[config.mk]
export PLATFORM = sky130hd
export DESIGN_NAME = conv_pointwise_2d_scheduler_flat
export DESIGN_NICKNAME = d
export VERILOG_FILES = /design/src/rtl/conv_pointwise_2d_scheduler_pkg.sv /design/src/rtl/conv_pointwise_2d_scheduler_if.sv /design/src/rtl/conv_pointwise_2d_scheduler_addr_gen.sv /design/src/rtl/conv_pointwise_2d_scheduler.sv /design/src/flat_wrapper.sv
export SDC_FILE = /design/constraint.sdc
export NUM_CORES = 1
export LEC_CHECK = 0
export CAP_MARGIN = 40
export CORE_ASPECT_RATIO = 0.7
export CORE_MARGIN = 10
export CORE_UTILIZATION = 40
export CTS_CLUSTER_DIAMETER = 50
export CTS_CLUSTER_SIZE = 28
export DETAILED_ROUTE_END_ITERATION = 6
export SLEW_MARGIN = 40
export SYNTH_ARGS = -nofsm -noshare
export SYNTH_HDL_FRONTEND = slang
export SYNTH_SLANG_ARGS = --single-unit
[constraint.sdc]
create_clock -name clk -period 3 [get_ports clk]
set_input_delay 0.9 -clock clk [delete_from_list [all_inputs] [get_ports clk]]
set_output_delay 0.9 -clock clk [all_outputs]
set_load 0.03 [all_outputs]
[src/rtl/conv_pointwise_2d_scheduler_pkg.sv]
// Shared types and defaults for the pointwise 1x1 conv scheduler.
package conv_pw_pkg;

  typedef enum logic [2:0] {
    S_IDLE  = 3'd0,
    S_ISSUE = 3'd1,
    S_FLUSH = 3'd2,
    S_OUT   = 3'd3,
    S_DONE  = 3'd4
  } state_t;

  localparam int DEF_MAX_IN_CH  = 64;
  localparam int DEF_MAX_OUT_CH = 64;
  localparam int DEF_MAX_PIX    = 4096;
  localparam int DEF_MAC_LAT    = 2;
  localparam int DEF_AW         = 18;

  // Width of a counter that must hold the value n itself (not just 0..n-1).
  function automatic int cw_of(input int n);
    return $clog2(n + 1);
  endfunction

endpackage

[src/rtl/conv_pointwise_2d_scheduler_if.sv]
// Result stream from the scheduler to the accumulator consumer.
// Handshake: a transfer happens on a rising edge where out_valid & out_ready are both 1;
// while out_valid is 1 and no transfer has happened, out_pix/out_ch hold and out_valid stays 1.
interface conv_pointwise_2d_scheduler_if #(
  parameter int CW_P = 13,
  parameter int CW_O = 7
);
  logic            out_valid;
  logic            out_ready;
  logic [CW_P-1:0] out_pix;
  logic [CW_O-1:0] out_ch;

  modport master (output out_valid, output out_pix, output out_ch, input out_ready);
  modport slave  (input out_valid, input out_pix, input out_ch, output out_ready);
endinterface

[src/rtl/conv_pointwise_2d_scheduler_addr_gen.sv]
// Input-channel counter plus running pixel/output-channel bases; addresses are base + ci,
// so no multiplier is needed.
module conv_pw_addr_gen #(
  parameter int AW   = 18,
  parameter int CW_I = 7
) (
  input  logic            clk,
  input  logic            rst,
  input  logic            clear,
  input  logic            step,
  input  logic            next_co,
  input  logic            next_pix,
  input  logic [CW_I-1:0] in_ch,
  output logic [AW-1:0]   in_addr,
  output logic [AW-1:0]   w_addr,
  output logic            ci_first,
  output logic            ci_last
);

  logic [CW_I-1:0] ci_q;
  logic [AW-1:0]   pix_base_q;
  logic [AW-1:0]   co_base_q;

  assign ci_first = (ci_q == '0);
  assign ci_last  = (ci_q == in_ch - CW_I'(1));
  assign in_addr  = pix_base_q + AW'(ci_q);
  assign w_addr   = co_base_q + AW'(ci_q);

  always_ff @(posedge clk) begin
    if (rst || clear) begin
      ci_q       <= '0;
      pix_base_q <= '0;
      co_base_q  <= '0;
    end else begin
      if (step) ci_q <= ci_last ? '0 : ci_q + CW_I'(1);
      // Moving to a new pixel restarts the weight walk from output channel 0.
      if (next_pix) begin
        pix_base_q <= pix_base_q + AW'(in_ch);
        co_base_q  <= '0;
      end else if (next_co) begin
        co_base_q  <= co_base_q + AW'(in_ch);
      end
    end
  end

endmodule

[src/rtl/conv_pointwise_2d_scheduler.sv]
// Pointwise conv sequencer: walks pix / out_ch / in_ch, drives buffer reads and MAC strobes,
// and presents each finished accumulator on the result stream.
module conv_pointwise_2d_scheduler
  import conv_pw_pkg::*;
#(
  parameter int MAX_IN_CH  = DEF_MAX_IN_CH,
  parameter int MAX_OUT_CH = DEF_MAX_OUT_CH,
  parameter int MAX_PIX    = DEF_MAX_PIX,
  parameter int MAC_LAT    = DEF_MAC_LAT,
  parameter int AW         = DEF_AW,
  localparam int CW_I      = cw_of(MAX_IN_CH),
  localparam int CW_O      = cw_of(MAX_OUT_CH),
  localparam int CW_P      = cw_of(MAX_PIX)
) (
  input  logic            clk,
  input  logic            rst,
  input  logic            start,
  input  logic [CW_I-1:0] cfg_in_ch,
  input  logic [CW_O-1:0] cfg_out_ch,
  input  logic [CW_P-1:0] cfg_pix,
  output logic            busy,
  output logic            done,
  output logic [AW-1:0]   in_addr,
  output logic [AW-1:0]   w_addr,
  output logic            rd_en,
  output logic            mac_clear,
  output logic            mac_en,
  output logic            mac_last,
  output state_t          state_dbg,
  conv_pointwise_2d_scheduler_if.master res
);

  localparam int FW = (MAC_LAT > 1) ? $clog2(MAC_LAT) : 1;

  state_t          state_q, state_d;
  logic [CW_I-1:0] in_ch_q;
  logic [CW_O-1:0] out_ch_q, co_q;
  logic [CW_P-1:0] pix_q, pix_cnt_q;
  logic [FW-1:0]   flush_q;
  logic            zero_done_q;
  logic            cfg_ok, start_ok, hs, co_last, pix_last, flush_last;
  logic            ci_first, ci_last;

  assign cfg_ok     = (cfg_in_ch != '0) && (cfg_out_ch != '0) && (cfg_pix != '0);
  assign start_ok   = (state_q == S_IDLE) && start && cfg_ok;
  assign hs         = (state_q == S_OUT) && res.out_ready;
  assign co_last    = (co_q == out_ch_q - CW_O'(1));
  assign pix_last   = (pix_cnt_q == pix_q - CW_P'(1));
  assign flush_last = (flush_q == FW'(MAC_LAT - 1));
  assign state_dbg  = state_q;

  conv_pw_addr_gen #(.AW(AW), .CW_I(CW_I)) u_addr_gen (
    .clk      (clk),
    .rst      (rst),
    .clear    (start_ok),
    .step     (state_q == S_ISSUE),
    .next_co  (hs && !co_last),
    .next_pix (hs && co_last && !pix_last),
    .in_ch    (in_ch_q),
    .in_addr  (in_addr),
    .w_addr   (w_addr),
    .ci_first (ci_first),
    .ci_last  (ci_last)
  );

  always_ff @(posedge clk) begin
    if (rst) begin
      state_q     <= S_IDLE;
      in_ch_q     <= '0;
      out_ch_q    <= '0;
      pix_q       <= '0;
      co_q        <= '0;
      pix_cnt_q   <= '0;
      flush_q     <= '0;
      zero_done_q <= 1'b0;
    end else begin
      state_q     <= state_d;
      // A start with an empty dimension completes immediately without touching the datapath.
      zero_done_q <= (state_q == S_IDLE) && start && !cfg_ok;
      flush_q     <= (state_q == S_FLUSH) ? flush_q + FW'(1) : '0;
      if (start_ok) begin
        in_ch_q   <= cfg_in_ch;
        out_ch_q  <= cfg_out_ch;
        pix_q     <= cfg_pix;
        co_q      <= '0;
        pix_cnt_q <= '0;
      end else if (hs && !co_last) begin
        co_q      <= co_q + CW_O'(1);
      end else if (hs && !pix_last) begin
        co_q      <= '0;
        pix_cnt_q <= pix_cnt_q + CW_P'(1);
      end
    end
  end

  always_comb begin
    state_d = state_q;
    case (state_q)
      S_IDLE:  if (start_ok) state_d = S_ISSUE;
      S_ISSUE: if (ci_last) state_d = S_FLUSH;
      S_FLUSH: if (flush_last) state_d = S_OUT;
      S_OUT:   if (res.out_ready) state_d = (co_last && pix_last) ? S_DONE : S_ISSUE;
      S_DONE:  state_d = S_IDLE;
      default: state_d = S_IDLE;
    endcase
  end

  always_comb begin
    busy          = 1'b0;
    done          = zero_done_q;
    rd_en         = 1'b0;
    mac_en        = 1'b0;
    mac_clear     = 1'b0;
    mac_last      = 1'b0;
    res.out_valid = 1'b0;
    case (state_q)
      S_ISSUE: begin
        busy      = 1'b1;
        rd_en     = 1'b1;
        mac_en    = 1'b1;
        mac_clear = ci_first;
        mac_last  = ci_last;
      end
      S_FLUSH: busy = 1'b1;
      S_OUT: begin
        busy          = 1'b1;
        res.out_valid = 1'b1;
      end
      S_DONE:  done = 1'b1;
      default: ;
    endcase
  end

  assign res.out_pix = pix_cnt_q;
  assign res.out_ch  = co_q;

endmodule

[src/flat_wrapper.sv]
// flat-port wrapper written by rule: the top's interface ports become plain ports
module conv_pointwise_2d_scheduler_flat import conv_pw_pkg::*;
#(
  parameter int MAX_IN_CH  = DEF_MAX_IN_CH,
  parameter int MAX_OUT_CH = DEF_MAX_OUT_CH,
  parameter int MAX_PIX    = DEF_MAX_PIX,
  parameter int MAC_LAT    = DEF_MAC_LAT,
  parameter int AW         = DEF_AW,
  localparam int CW_I      = cw_of(MAX_IN_CH),
  localparam int CW_O      = cw_of(MAX_OUT_CH),
  localparam int CW_P      = cw_of(MAX_PIX)
)
  (clk, rst, start, cfg_in_ch, cfg_out_ch, cfg_pix, busy, done, in_addr, w_addr, rd_en, mac_clear, mac_en, mac_last, state_dbg, res_out_valid, res_out_pix, res_out_ch, res_out_ready);
  conv_pointwise_2d_scheduler_if #(.CW_P(CW_P), .CW_O(CW_O)) res_i ();
  input  logic clk;
  input  logic rst;
  input  logic start;
  input  logic [CW_I-1:0] cfg_in_ch;
  input  logic [CW_O-1:0] cfg_out_ch;
  input  logic [CW_P-1:0] cfg_pix;
  output logic busy;
  output logic done;
  output logic [AW-1:0] in_addr;
  output logic [AW-1:0] w_addr;
  output logic rd_en;
  output logic mac_clear;
  output logic mac_en;
  output logic mac_last;
  output state_t state_dbg;
  output wire logic [$bits(res_i.out_valid)-1:0] res_out_valid;
  output wire logic [$bits(res_i.out_pix)-1:0] res_out_pix;
  output wire logic [$bits(res_i.out_ch)-1:0] res_out_ch;
  input wire logic [$bits(res_i.out_ready)-1:0] res_out_ready;
  assign res_out_valid = res_i.out_valid;
  assign res_out_pix = res_i.out_pix;
  assign res_out_ch = res_i.out_ch;
  assign res_i.out_ready = res_out_ready;
  conv_pointwise_2d_scheduler #(.MAX_IN_CH(MAX_IN_CH), .MAX_OUT_CH(MAX_OUT_CH), .MAX_PIX(MAX_PIX), .MAC_LAT(MAC_LAT), .AW(AW)) u_core (.clk(clk), .rst(rst), .start(start), .cfg_in_ch(cfg_in_ch), .cfg_out_ch(cfg_out_ch), .cfg_pix(cfg_pix), .busy(busy), .done(done), .in_addr(in_addr), .w_addr(w_addr), .rd_en(rd_en), .mac_clear(mac_clear), .mac_en(mac_en), .mac_last(mac_last), .state_dbg(state_dbg), .res(res_i));
endmodule
# Word level (Yosys, flattened, before mapping)
# Cells that the tools add are included.
# classes
n_addsub	11
n_eq_ne	11
n_mux	15
n_bitwise	2
n_reduce_logical	27
# ops
operator	count
adder 18 x 7 -> 18 bit	4
2-to-1 mux 7 bit	3
2-to-1 mux 3 bit	5
adder 7 x 1 -> 7 bit, second input constant	2
equality test 7 bit	2
nonzero test 7 bit	2
subtractor 7 x 1 -> 7 bit, second input constant	2
adder 13 x 1 -> 13 bit, second input constant	1
equality test 13 bit	1
nonzero test 13 bit	1
subtractor 13 x 1 -> 13 bit, second input constant	1
one-hot mux 3 bit (4 select lines)	1
logical AND 1 bit	11
logical NOT 7 bit	1
equality test 3 x 2 -> 1 bit, second input constant	2
2-to-1 mux 1 bit	6
OR reduction 2 bit	3
!= test 2 x 1 -> 1 bit, second input constant	2
!= test 2 bit, second input constant	2
AND reduction 4 bit	1
equality test 3 x 1 -> 1 bit, second input constant	1
equality test 3 bit, second input constant	1
logical NOT 1 bit	3
logical NOT 3 bit	1
other kinds (6)	7
# totals
ff_bits	95
input_bits	31
out_inout_bits	66
elab_cells	77

# Depth between registers and ports, before layout
# depth
word_depth	6
depth_mapped	12
depth_no_buf	11

# By module
# A second synthesis with hierarchy kept.
# unflattened
cells_unflattened	841
hier_area_um2	6661.4
# modules_own_cells
mod	instances	cells_each	area_each_um2	seq_area_each_um2
conv_pw_addr_gen	1	423	3460.8	860.8
conv_pointwise_2d_scheduler	1	418	3200.6	1041.0

# Least setup slack after synthesis
# OpenSTA, ideal clock, no wires.
# synth_path
path_kind	flip-flop to output port
start	register u_core.u_addr_gen.ci_q[0]
end	output port w_addr[14]
arrival_time_ns	2.462
t_required_ns	2.100
slack_ns	-0.362
path_stages_with_launch	12
n_path_buf	0
cell_sequence	dfxtp_1 ha_1 inv_1 fa_1 nor2b_1 o21ai_0 a21boi_0 o21ai_0 nand2b_1 a21o_1 nand4_1 xnor2_1
# synth_via
elab_chain_len	1
# synth_rtl
item	line_no	text
start: declaration	conv_pointwise_2d_scheduler_addr_gen.sv:20	logic [CW_I-1:0] ci_q;
start signal: assignment	conv_pointwise_2d_scheduler_addr_gen.sv:35	if (step) ci_q <= ci_last ? '0 : ci_q + CW_I'(1);
adder 18 x 7 -> 18 bit	conv_pointwise_2d_scheduler_addr_gen.sv:27	assign w_addr = co_base_q + AW'(ci_q);
end: declaration	flat_wrapper.sv:24	output logic [AW-1:0] w_addr;
# Every way passes these cells.

# Worst setup path after layout
# Ends and elaborated chain as after synthesis.

==> key figures <==
Synthesis
  • Syn Area/Cell: roughly 8.4 µm²
  • Post-synthesis sequential element count: between 90 and 100
  • Yosys warnings: 0
  • Synthesized Nets: just over 800
  • Post-synth EDFFs: 0
  • Largest area contributor in the netlist: dfxtp_1
  • Synth Flop Type: dfxtp_1
  • Register area share after synthesis: between 30% and 40%
  • Synth area leaders: dfxtp_1, ha_1, xnor2_1
  • Post-synth ARST share: 0%
  • Yosys cell types: 65
  • Syn Std Cell Area: 0.00616 mm²
  • Synth Instances: approximately 740
  • Synth top area share: a little under a third

Final layout
  • # nets final: roughly 1000
  • Finished Core Util: around three fifths
  • Area Overhead vs Synth: 47.8%
  • Filler instances: ~1.2k
  • ANT cells: 0
  • Layout cells sized above 1: 28.1%

STA
  • Final setup margin: -0.495 ns
  • Final hold vios: 0
  • Fin crit share: 116%
  • Clock skew: roughly 0.011 ns
  • Max_slew headroom: between 50% and 60%
  • Fmax: around 0.29 GHz
  • Min Tclk post-route: roughly 3.5 ns
  • Worst-Margin Slew: about 0.74 ns
  • Final setup fails: 26
  • Setup TNS: -8.24 ns
  • Hold slack final: between 0.5 and 0.6 ns
  • Max-slew violations: 0
  • Setup repair after global routing missed its margin: true

Worst hold path
  • Hold_sp: u_core.flush_last$_SDFF_PP0_
  • Hold/Removal Path Class: reg2reg

Power
  • Worst vdd ir: approximately 370 µV
  • PnR Total Power: between 0.002 and 0.003 W
  • PwrDens: around 330 mW/mm²
  • Pleak: slightly below 4 nW

Floorplan
  • Floorplan row count: 37
  • Die Width: 168 µm
  • Die area: 0.0208 mm²
  • Initial Util: a little over 40%
  • Core area: between 0.01 and 0.015 mm²
  • Num ports: 97
  • Die span in y: 124 µm

Setup path
  • Worst Setup End Kind: output port
  • WP data arrival: 2.59 ns
  • CP max FO: 3
  • RR Startpoint: u_core.pix_q[0]$_SDFFE_PP0P_
  • WS Path Type: reg2out
  • CP startpoint: u_core.u_addr_gen.ci_q[0]$_SDFFE_PP0P_
  • CP Launch Type: register
  • Critical Path RT: approximately 2.1 ns

Clocking
  • Worst-Skew Late Latency: approximately 0.35 ns
  • Num CTS Buffers: 9
  • Root Buffer Master: clkbuf_16
  • CTS tree: done
  • Clock buffer depth: 2
  • CTS H-tree lvls: 3
  • Worst-path clk slew: 0.06 ns
  • Clock Sinks: 95

GRT
  • Vias in the first global route: 6056
  • First-pass GRT wire length: 30600 µm
  • Total global-route track usage: ~18%
  • Grt ovf: 0
  • Largest net degree at the start of global routing: 33
  • Initial antenna violation count: 0

Placement
  • Hpwl dp: ~14000 µm
  • Final Wtd Congestion: 0.850
  • Port bufs: 96
  • Dpl ws: -0.277 ns

Routing
  • Vias: between 5k and 6k
  • Final wirelength: approximately 19000 µm
  • WL/cell: ~17 µm
  • Number of vias per cell: 5.32
  • Post-DRT Antenna Nets: 0
  • Residual DRC: 0
  • Iter 0 DRT Violations: roughly 310
  • DR pass1 iterations: 5

Job
  • Max Cap Viol: 0

Status
  • Failing checks: negative setup slack
  • Status: finished, violations left
[cell type report]
| class | count | area, µm² | share of cell area (%) |
|---|---|---|---|
| Multi-Input combinational cell | 582 | 4650 | 51.1 |
| Sequential cell | 95 | 1920 | 21.1 |
| Timing Repair Buffer | 197 | 1890 | 20.8 |
| Tap cell | 195 | 244 | 2.68 |
| Clock buffer | 10 | 239 | 2.63 |
| Inverter | 26 | 97.6 | 1.07 |
| Clock inverter | 6 | 58.8 | 0.646 |
[synthesized netlist by cell type, drive strengths merged (4+ instances only)]
cell and number:
a211oi 5, clkbuf 28, mux2i 43, nor2 113, a21oi 31, and3 15
a21o 8, nand3b 7, or4 8, o211ai 7, dfxtp 95, buf 6
xnor2 50, nand2 42, o21a 6, nor3 17, nand2b 12, or3 9
xor2 47, nand3 17, nor4 7, fa 4, ha 35, nand4 15
nor2b 8, inv 26, o21ai 25, or2 5
[through the flow]
step,cells,area (µm²)
after CTS,1118,8900
after global routing,1111,9100
after floorplan,737,6380
final,1111,9100
after detailed placement,1078,8130
after global placement,1078,8120
[flip-flops by register name, indices dropped and copies added (netlist names)]
register	cells
u_core.u_addr_gen.co_base_q	18
u_core.out_ch_q	7
u_core.res.out_ch	7
u_core.u_addr_gen.pix_base_q	18
u_core.pix_q	13
u_core.state_dbg	3
u_core.flush_last	1
u_core.zero_done_q	1
u_core.res.out_pix	13
u_core.in_ch_q	7
u_core.u_addr_gen.ci_q	7
[power breakdown]
group	switching (W)	leakage [nW]	internal [W]
logic	0.000253	3.00	0.000246
clock network	0.000504	0.149	0.000665
registers	0.0000324	0.775	0.00129
[cell usage in the layout, fill, tap and decap left out, drive strengths merged, types with 8 or more instances in the layout]
cell and count:
nand4 15, nand2b 12, xnor2 50, nor3 17, clkbuf 12, nor2b 8
a21o 8, or3 9, nand2 42, nor2 113, or4 8, clkdlybuf4s50 58
o21ai 25, dfxtp 95, ha 35, and3 15, a21oi 31, buf 132
inv 27, mux2i 43, nand3 17, xor2 47
[cell families after synthesis]
family | count (synthesis) | synth area share, %
xor gates and xnor gates | 98 | 14.2
AOI/OAI and AO/OA | 107 | 11.2
and+or+nand+nor | 293 | 23.9
DFF | 95 | 30.9
muxes | 45 | 7.35
adders and majority gates | 39 | 8.41
buffers and inverters | 60 | 4.12
[worst max-delay path, stage by stage (launching register included)]
cell and delay [ns]:
dfxtp_4 0.38, ha_4 0.14, inv_2 0.03, fa_2 0.34
nor2b_2 0.14, o21ai_2 0.07, a21boi_2 0.15, o21ai_1 0.07
nand2b_1 0.10, a21o_1 0.19, nand4_1 0.24, xnor2_4 0.23
buf_6 0.15
[layer usage]
layer / track usage [%] / up-vias / share of wire (%)
met4: 5.48 / 0 / 1.1
met3: 4.34 / 17 / 6.0
li1: - / 2922 / -
met2: 28.0 / 166 / 45
met1: 23.6 / 2800 / 48
met5: 0 / - / 0
[worst paths after layout]
| path | end | slack (ns) | cells after the start |
|---|---|---|---|
| max | w_addr[14] | -0.49 | 12 |
| max reg2reg | u_core.u_addr_gen.co_base_q[1]$_SDFFE_PP0P_ | 0.13 | 11 |
| min | u_core.flush_last$_SDFF_PP0_ | 0.51 | 3 |
| min reg2reg | u_core.flush_last$_SDFF_PP0_ | 0.51 | 3 |
[what timing repair did]
item                                    CTS  global route
gates cloned                              0             1
pin swaps                                26            27
endpoints found under the setup margin   69            78
resized for setup                        84            67
endpoints found under the hold margin     0             0
buffers inserted                         26             4
hold buffers                              0             0
(Power assumes the default switching activity.)
